==> config.mk <==
export PLATFORM = sky130hd
export DESIGN_NAME = risc16_prog_loader
export DESIGN_NICKNAME = d
export VERILOG_FILES = /design/src/rtl/risc16_prog_loader.sv
export SDC_FILE = /design/constraint.sdc
export NUM_CORES = 1
export LEC_CHECK = 0
export CORE_MARGIN = 1
export CORE_UTILIZATION = 57
export CTS_BUF_LIST = sky130_fd_sc_hd__clkbuf_4
export DETAILED_ROUTE_END_ITERATION = 8
export GPL_TIMING_DRIVEN = 0
export HOLD_SLACK_MARGIN = 0.03
export PLACE_DENSITY = 0.91
export SYNTH_ARGS = -nofsm -noshare
export SYNTH_HDL_FRONTEND = slang
export SYNTH_SLANG_ARGS = --single-unit
==> constraint.sdc <==
create_clock -name clk -period 3.2 [get_ports clk]
set_clock_uncertainty 0.1 [all_clocks]
set_input_delay 0.64 -clock clk [delete_from_list [all_inputs] [get_ports clk]]
set_output_delay 0.64 -clock clk [all_outputs]
set_load 0.03 [all_outputs]
==> src/rtl/risc16_prog_loader.sv <==
// Framed byte-stream loader that fills the RISC_16_bit instruction memory while holding the CPU.
// Define LOADER_CHECKSUM_EN to require a trailing XOR checksum byte on every frame.

// Protocol invariants on the loader outputs.
module risc16_prog_loader_chk (
  input logic clk,
  input logic rst,
  input logic in_ready,
  input logic cpu_hold,
  input logic load_done
);
  // The completion pulse releases the CPU, blocks input and lasts a single cycle.
  a_done_release : assert property (@(posedge clk) disable iff (rst)
    load_done |-> (!cpu_hold && !in_ready));
  a_done_pulse : assert property (@(posedge clk) disable iff (rst)
    load_done |=> !load_done);
endmodule

module risc16_prog_loader #(
  parameter int unsigned ADDR_WIDTH = 4,
  parameter logic [7:0]  SYNC_BYTE  = 8'hA5
) (
  input  logic                  clk,
  input  logic                  rst,
  input  logic [7:0]            in_data,
  input  logic                  in_valid,
  output logic                  in_ready,
  output logic                  imem_we,
  output logic [ADDR_WIDTH-1:0] imem_addr,
  output logic [15:0]           imem_wdata,
  output logic                  cpu_hold,
  output logic                  load_done,
  output logic                  load_err
);
  localparam int unsigned CNT_W = ADDR_WIDTH + 1;
  localparam logic [31:0] DEPTH = 32'd1 << ADDR_WIDTH;

  typedef enum logic [2:0] {
    S_IDLE  = 3'd0,
    S_COUNT = 3'd1,
    S_LO    = 3'd2,
    S_HI    = 3'd3,
`ifdef LOADER_CHECKSUM_EN
    S_CSUM  = 3'd4,
`endif
    S_DONE  = 3'd5
  } state_e;

  // State entered once the last data byte (or a zero count) has been consumed.
`ifdef LOADER_CHECKSUM_EN
  localparam state_e S_TAIL = S_CSUM;

  function automatic logic [7:0] csum_fold(input logic [7:0] acc, input logic [7:0] b);
    return acc ^ b;
  endfunction
`else
  localparam state_e S_TAIL = S_DONE;
`endif

  state_e                state_q, state_d;
  logic [ADDR_WIDTH-1:0] addr_q, addr_d;
  logic [CNT_W-1:0]      remaining_q, remaining_d;
  logic [7:0]            lo_q, lo_d;
  logic                  in_ready_q, in_ready_d;
  logic                  imem_we_q, imem_we_d;
  logic [ADDR_WIDTH-1:0] imem_addr_q, imem_addr_d;
  logic [15:0]           imem_wdata_q, imem_wdata_d;
  logic                  cpu_hold_q, cpu_hold_d;
  logic                  load_done_q, load_done_d;
  logic                  load_err_q, load_err_d;
`ifdef LOADER_CHECKSUM_EN
  logic [7:0]            csum_q, csum_d;
`endif
  logic                  accept_s;
  logic                  count_big_s;

  assign accept_s    = in_valid && in_ready_q;
  assign count_big_s = ({24'd0, in_data} > DEPTH);

  // Next-state and registered-output logic for the frame parser.
  always_comb begin
    state_d      = state_q;
    addr_d       = addr_q;
    remaining_d  = remaining_q;
    lo_d         = lo_q;
    imem_we_d    = 1'b0;
    imem_addr_d  = imem_addr_q;
    imem_wdata_d = imem_wdata_q;
    cpu_hold_d   = cpu_hold_q;
    load_err_d   = load_err_q;
    load_done_d  = 1'b0;
`ifdef LOADER_CHECKSUM_EN
    csum_d       = csum_q;
`endif
    case (state_q)
      S_IDLE: begin
        if (accept_s && (in_data == SYNC_BYTE)) begin
          state_d    = S_COUNT;
          cpu_hold_d = 1'b1;
          load_err_d = 1'b0;
          addr_d     = {ADDR_WIDTH{1'b0}};
`ifdef LOADER_CHECKSUM_EN
          csum_d     = 8'h00;
`endif
        end else begin
          state_d = S_IDLE;
        end
      end
      S_COUNT: begin
        if (!accept_s) begin
          state_d = S_COUNT;
        end else if (count_big_s) begin
          load_err_d = 1'b1;
          state_d    = S_IDLE;
        end else if (in_data == 8'h00) begin
          state_d = S_TAIL;
        end else begin
          remaining_d = CNT_W'(in_data);
          state_d     = S_LO;
        end
      end
      S_LO: begin
        if (accept_s) begin
          lo_d    = in_data;
          state_d = S_HI;
`ifdef LOADER_CHECKSUM_EN
          csum_d  = csum_fold(csum_q, in_data);
`endif
        end else begin
          state_d = S_LO;
        end
      end
      S_HI: begin
        if (accept_s) begin
          imem_we_d    = 1'b1;
          imem_addr_d  = addr_q;
          imem_wdata_d = {in_data, lo_q};
          addr_d       = addr_q + ADDR_WIDTH'(1'b1);
          remaining_d  = remaining_q - CNT_W'(1'b1);
`ifdef LOADER_CHECKSUM_EN
          csum_d       = csum_fold(csum_q, in_data);
`endif
          if (remaining_q == CNT_W'(1'b1)) begin
            state_d = S_TAIL;
          end else begin
            state_d = S_LO;
          end
        end else begin
          state_d = S_HI;
        end
      end
`ifdef LOADER_CHECKSUM_EN
      S_CSUM: begin
        if (!accept_s) begin
          state_d = S_CSUM;
        end else if (in_data == csum_q) begin
          state_d = S_DONE;
        end else begin
          load_err_d = 1'b1;
          state_d    = S_IDLE;
        end
      end
`endif
      S_DONE: begin
        state_d = S_IDLE;
      end
      default: begin
        state_d = S_IDLE;
      end
    endcase

    // Entering DONE is the only way the CPU gets released.
    if (state_d == S_DONE) begin
      load_done_d = 1'b1;
      cpu_hold_d  = 1'b0;
    end else begin
      load_done_d = 1'b0;
    end
    in_ready_d = (state_d != S_DONE);
  end

  // State and output registers; reset also drops any write queued for this edge.
  always_ff @(posedge clk) begin
    if (rst) begin
      state_q      <= S_IDLE;
      addr_q       <= {ADDR_WIDTH{1'b0}};
      remaining_q  <= {CNT_W{1'b0}};
      lo_q         <= 8'h00;
      in_ready_q   <= 1'b1;
      imem_we_q    <= 1'b0;
      imem_addr_q  <= {ADDR_WIDTH{1'b0}};
      imem_wdata_q <= 16'h0000;
      cpu_hold_q   <= 1'b0;
      load_done_q  <= 1'b0;
      load_err_q   <= 1'b0;
`ifdef LOADER_CHECKSUM_EN
      csum_q       <= 8'h00;
`endif
    end else begin
      state_q      <= state_d;
      addr_q       <= addr_d;
      remaining_q  <= remaining_d;
      lo_q         <= lo_d;
      in_ready_q   <= in_ready_d;
      imem_we_q    <= imem_we_d;
      imem_addr_q  <= imem_addr_d;
      imem_wdata_q <= imem_wdata_d;
      cpu_hold_q   <= cpu_hold_d;
      load_done_q  <= load_done_d;
      load_err_q   <= load_err_d;
`ifdef LOADER_CHECKSUM_EN
      csum_q       <= csum_d;
`endif
    end
  end

  assign in_ready   = in_ready_q;
  assign imem_we    = imem_we_q;
  assign imem_addr  = imem_addr_q;
  assign imem_wdata = imem_wdata_q;
  assign cpu_hold   = cpu_hold_q;
  assign load_done  = load_done_q;
  assign load_err   = load_err_q;

  risc16_prog_loader_chk u_chk (
    .clk      (clk),
    .rst      (rst),
    .in_ready (in_ready),
    .cpu_hold (cpu_hold),
    .load_done(load_done)
  );
endmodule

# ---- Yosys cells after proc, flatten, opt, wreduce, memory -nomap -nowiden
# Index checks and enable logic that the tools add are counted.
dict set report classes {
  n_mux 22
  order_cmp 1
  addsub 2
  eq_ne 13
  bitwise_logic 1
  reduce_logical 15
}
# operator count
set op_table {}
lappend op_table {{5-bit 2-to-1 mux} 4}
lappend op_table {{3-bit 2-to-1 mux} 5}
lappend op_table {{2-bit inequality test (second input constant)} 6}
lappend op_table {{3-bit case mux with 4 select lines} 1}
lappend op_table {{5-bit case mux with 2 select lines} 1}
lappend op_table {{8-bit == test (second input constant)} 1}
lappend op_table {{8-bit by 5-bit greater-than comparator with 1-bit output (second input constant)} 1}
lappend op_table {{8-bit zero test} 1}
lappend op_table {{4-bit 2-to-1 mux} 2}
lappend op_table {{4-bit case mux with 2 select lines} 1}
lappend op_table {{1-bit 2-to-1 mux} 7}
lappend op_table {{3-bit by 2-bit == test with 1-bit output (second input constant)} 2}
lappend op_table {{2-bit AND reduction} 3}
lappend op_table {{2-bit nonzero test} 3}
lappend op_table {{5-bit by 1-bit == test with 1-bit output (second input constant)} 1}
lappend op_table {{5-bit AND reduction} 1}
lappend op_table {{5-bit by 1-bit subtractor with 5-bit output (second input constant)} 1}
lappend op_table {{4-bit by 1-bit adder with 4-bit output (second input constant)} 1}
lappend op_table {{4-bit AND reduction} 1}
lappend op_table {{2-bit OR reduction} 2}
lappend op_table {{3-bit by 1-bit == test with 1-bit output (second input constant)} 1}
lappend op_table {{3-bit == test (second input constant)} 1}
lappend op_table {{3-bit zero test} 1}
lappend op_table {{3-bit inequality test (second input constant)} 1}
lappend op_table {{other kinds (4)} 5}
dict set report totals {
  reg_bits 45
  output_inout_bits 25
}

# ---- Longest topological paths before layout
dict set report depth {
  ltp_word 7
  depth_mapped 7
  depth_no_buf 7
}

# ---- Least setup slack after synthesis
# OpenSTA, ideal clock, no wires.
dict set report synth_path {
  path_type {input to register}
  startpoint {in in_data[1]}
  endpoint {reg cpu_hold_q (netlist: cpu_hold)}
  setup_time_ps 79
  n_path_buf 0
  setup_slack_ps 1289
  t_arrival_ps 1731
  stages 4
  path_cell_list {or4_4 -> nor4_4 -> nand2_1 -> a211oi_2}
}
dict set report synth_via {
  elab_chain_cells 7
  word_cells_on_any_way 12
  cone_classes {order compare (1); eq/ne (2); mux (5); reduce/logical (4)}
}
# item line
set synth_rtl {}
lappend synth_rtl {{from (decl)} 25} ;# input logic [7:0] in_data,
lappend synth_rtl {{branches (longest 7 deep; another with 8-bit by 5-bit greater-than comparator with 1-bit output)} -}
lappend synth_rtl {{to (signal assigned)} 208} ;# cpu_hold_q <= cpu_hold_d;
lappend synth_rtl {{to (decl)} 68} ;# logic cpu_hold_q, cpu_hold_d;
# Parallel ways; which one is timed is not known.
# A chain may end at the register's enable or synchronous reset.

# ---- Final worst setup path
dict set report layout_path {
  startpoint {in in_data[1]}
  endpoint {reg load_err_q (netlist: load_err)}
}
dict set report layout_via {
  elab_chain_cells 4
  word_cells_on_any_way 6
  cone_classes {order compare (1); eq/ne (3); reduce/logical (2)}
}
# item line
set layout_rtl {}
lappend layout_rtl {{branches (longest 3 deep; another with 8-bit by 5-bit greater-than comparator with 1-bit output)} -}
lappend layout_rtl {{4-bit AND reduction (no source line) *} -}
lappend layout_rtl {{to (signal assigned)} 210} ;# load_err_q <= load_err_d;
lappend layout_rtl {{to (decl)} 70} ;# logic load_err_q, load_err_d;
# Every way passes the cells marked *.

==> flow_metrics.tcl <==
set metrics [dict create \
    status "complete, no violations" \
    finalWirelength_um 4281 \
    track_usage 0.2612 \
    routed_via_density 5.361 \
    ys_seq_area_frac 0.4691 \
    synthArstFlopShare 0 \
    dpl.cell_count 313 \
    max_freq_ghz 0.4376 \
    clockBufferDepth 2 \
    cts_tree "done" \
    pre_cts_ws_ns 0.5591 \
    postCtsHoldBufs 0 \
    layoutNonFillerInstCount 321 \
    rsz0062_at_grt "no" \
    cts_inserted_buffers 5 \
    io_pins 36 \
    crit_path_end_kind "flop" \
    n_antenna_cell 0 \
    tns_ns 0 \
    drc_errors 0 \
    routedWlPerCell_um 13.34 \
    min-delay-start "rst" \
    cp.required_ns 3.37 \
    hpwlAfterDp_um 2935 \
    timing.max_cap.violations 0 \
    synth_top_flop_cell "dfxtp_1" \
    ys_ff_latch 45 \
    final_nets 290 \
    min_path_type "input pin to flop" \
    syn_area_sq_um 1921 \
    clk_pin_slew_ns 0.12 \
    reg2reg_depth 6 \
    die_y_um 60.05 \
    ctsHtreeMaxLevel 2 \
    grt_overflow 0 \
    worstSetupPathType "input pin to flop" \
    port_buffers 34 \
    post-cts-setup-buffers 0 \
    cts.sinks 45 \
    slew_headroom 0.6228 \
    synth-edff-count 0 \
    fin_crit_ns 2.285 \
    hold_end "load_done$_SDFF_PP0_" \
    antenna_found_initial 0 \
    initial_core_util 0.6140 \
    drt_iter0_drc 75 \
    cts_resized 0 \
    final_cell_mix "nand2_1 (61), dfxtp_1 (45), a21oi_1 (39)" \
    grt_pass1_wl_um 6755 \
    post-route-period-util 0.7141 \
    grt_pass1_vias 1457 \
    setup_viol 0 \
    wl_met2_um 1969 \
    vdd_ir_drop_max_v 0.0003045 \
    synth.distinct_cells 38 \
    drt-met1-wl_um 1963 \
    cp_data_arrival_time_ns 2.46 \
    clk_latency_ns 0.37 \
    r2r_slack_ns 1.28 \
    rows 20 \
    leakagePower_uw 0.0007951 \
    whs_ns 0.3332 \
    timing.rr.end "imem_wdata[11]$_SDFFE_PP0P_" \
    area_growth_pct 23.71 \
    fp.dieW_um 60.05 \
    first_pass_iters 4 \
    dieArea_sq_um 3605 \
    num_vias 1721 \
    crit_fanout 5 \
    hold_viol_final 0 \
    worstMarginPinSlew_ns 0.5580 \
    drive_above_1_share 0.06498 \
    final_common_cell "nand2_1" \
    drv_slew 0 \
    cts_root_buf "clkbuf_4" \
    r2r-start "state_q[2]$_SDFF_PP0_" \
    place.gp.congestion 0.8553 \
    syn_nets 249 \
    ant_nets 0 \
    top_layer "met4" \
    cp-start-kind "input pin" \
    ys_warn_count 0 \
    avgSynthCellArea_sq_um 8.173 \
    grt_start_max_net_pins 15 \
    p_per_area_nw_per_um2 377.0 \
    setup_ws_ns 0.9147 \
    dr_wl_met3_um 264 \
    netlist_instances 235 \
    hold_depth 2 \
    core-area_sq_um 3128 \
]
==> kinds of logic (layout without fill, tap and decap cells) <==
kind of cell	after synthesis	count (layout)	synth area share
AO/OA/AOI/OAI	52	52	0.1492
adder cells (fa/ha/maj)	3	3	0.01955
XOR/XNOR	3	3	0.01368
multiplexers	3	3	0.01564
AND/OR/NAND/NOR	110	110	0.2808
flip-flops	45	45	0.4691
buffers and inverters	19	61	0.05212
==> registers in the layout (all words and copies together) (netlist names) <==
| register | count |
|---|---|
| remaining_q | 5 |
| cpu_hold | 1 |
| state_q | 3 |
| load_err | 1 |
| in_ready | 1 |
| load_done | 1 |
| imem_wdata | 16 |
| lo_q | 8 |
| imem_addr | 4 |
| addr_q | 4 |
| imem_we | 1 |
==> stage by stage <==
| step | power [uW] | instance area [sq um] | utilization |
|---|---|---|---|
| floorplan | 593.7 | 1921 | - |
| global placement | 620.9 | 2316 | 0.7404 |
| detailed placement | 621.4 | 2316 | 0.7404 |
| CTS | 895.7 | 2376 | 0.7596 |
| global route | 923.5 | 2376 | 0.7596 |
| finish | 895.7 | 2376 | 0.7596 |
==> cells in the mapped netlist (all sizes together), types with 2 or more instances <==
library cell / number / area [sq um]
xor2: 2 / 17.52
nand3: 11 / 55.05
nor3: 6 / 30.03
a211oi: 2 / 20.02
nor4b: 2 / 23.77
nand4: 2 / 12.51
nor2b: 2 / 12.51
mux2i: 3 / 30.03
o21ai: 8 / 40.03
inv: 6 / 22.52
ha: 3 / 37.54
nand2: 61 / 229.0
nand2b: 2 / 12.51
dfxtp: 45 / 900.9
nor4: 3 / 48.80
a21oi: 39 / 195.2
or2: 2 / 12.52
buf: 2 / 31.28
clkbuf: 10 / 37.54
nor2: 13 / 48.80
==> per-layer routing <==
layer	GRT usage	vias up
met2	0.4000	48
met4	0.1196	0
li1	-	874
met1	0.3415	791
met3	0.07143	8
met5	0	-
==> worst max path at each step <==
| stage | end | slack (ns) | from |
|---|---|---|---|
| after CTS | load_err$_SDFFE_PP0P_ | 0.95 | in_data[1] |
| after global placement | addr_q[2]$_SDFFE_PP0P_ | 0.55 | in_data[1] |
| after detailed placement | addr_q[2]$_SDFFE_PP0P_ | 0.56 | in_data[1] |
| after global routing | lo_q[4]$_SDFFE_PP0P_ | 0.83 | in_valid |
| after floorplan | cpu_hold$_SDFFE_PP0P_ | 1.29 | in_data[1] |
| final | load_err$_SDFFE_PP0P_ | 0.91 | in_data[1] |
==> power by group <==
part           leakage [uW]  switching (uW)  internal (uW)  total (uW)
registers          0.000362          0.0543            560         560
logic              0.000405            30.6           19.2        49.7
clock network     0.0000279             191           94.4         286
total              0.000795             222            674         896
==> worst max-delay path: stages <==
cell and delay [ns]:
clkdlybuf4s50_1 0.57, or4_4 0.61, nor4_4 0.24, nand2_1 0.18
nand2b_1 0.16, nor2_1 0.06
==> area by class of cell <==
cell class,count,area [sq um]
fillers,249,752.0
repair buffers,34,340.3
inverters,6,22.52
flip-flops and latches,45,900.9
multi-input cells,171,919.6
clock inverters,2,15.01
plain buffers,13,77.57
well taps,44,55.05
clock buffers,6,45.04
No activity file was read; power rests on OpenSTA's default activity.
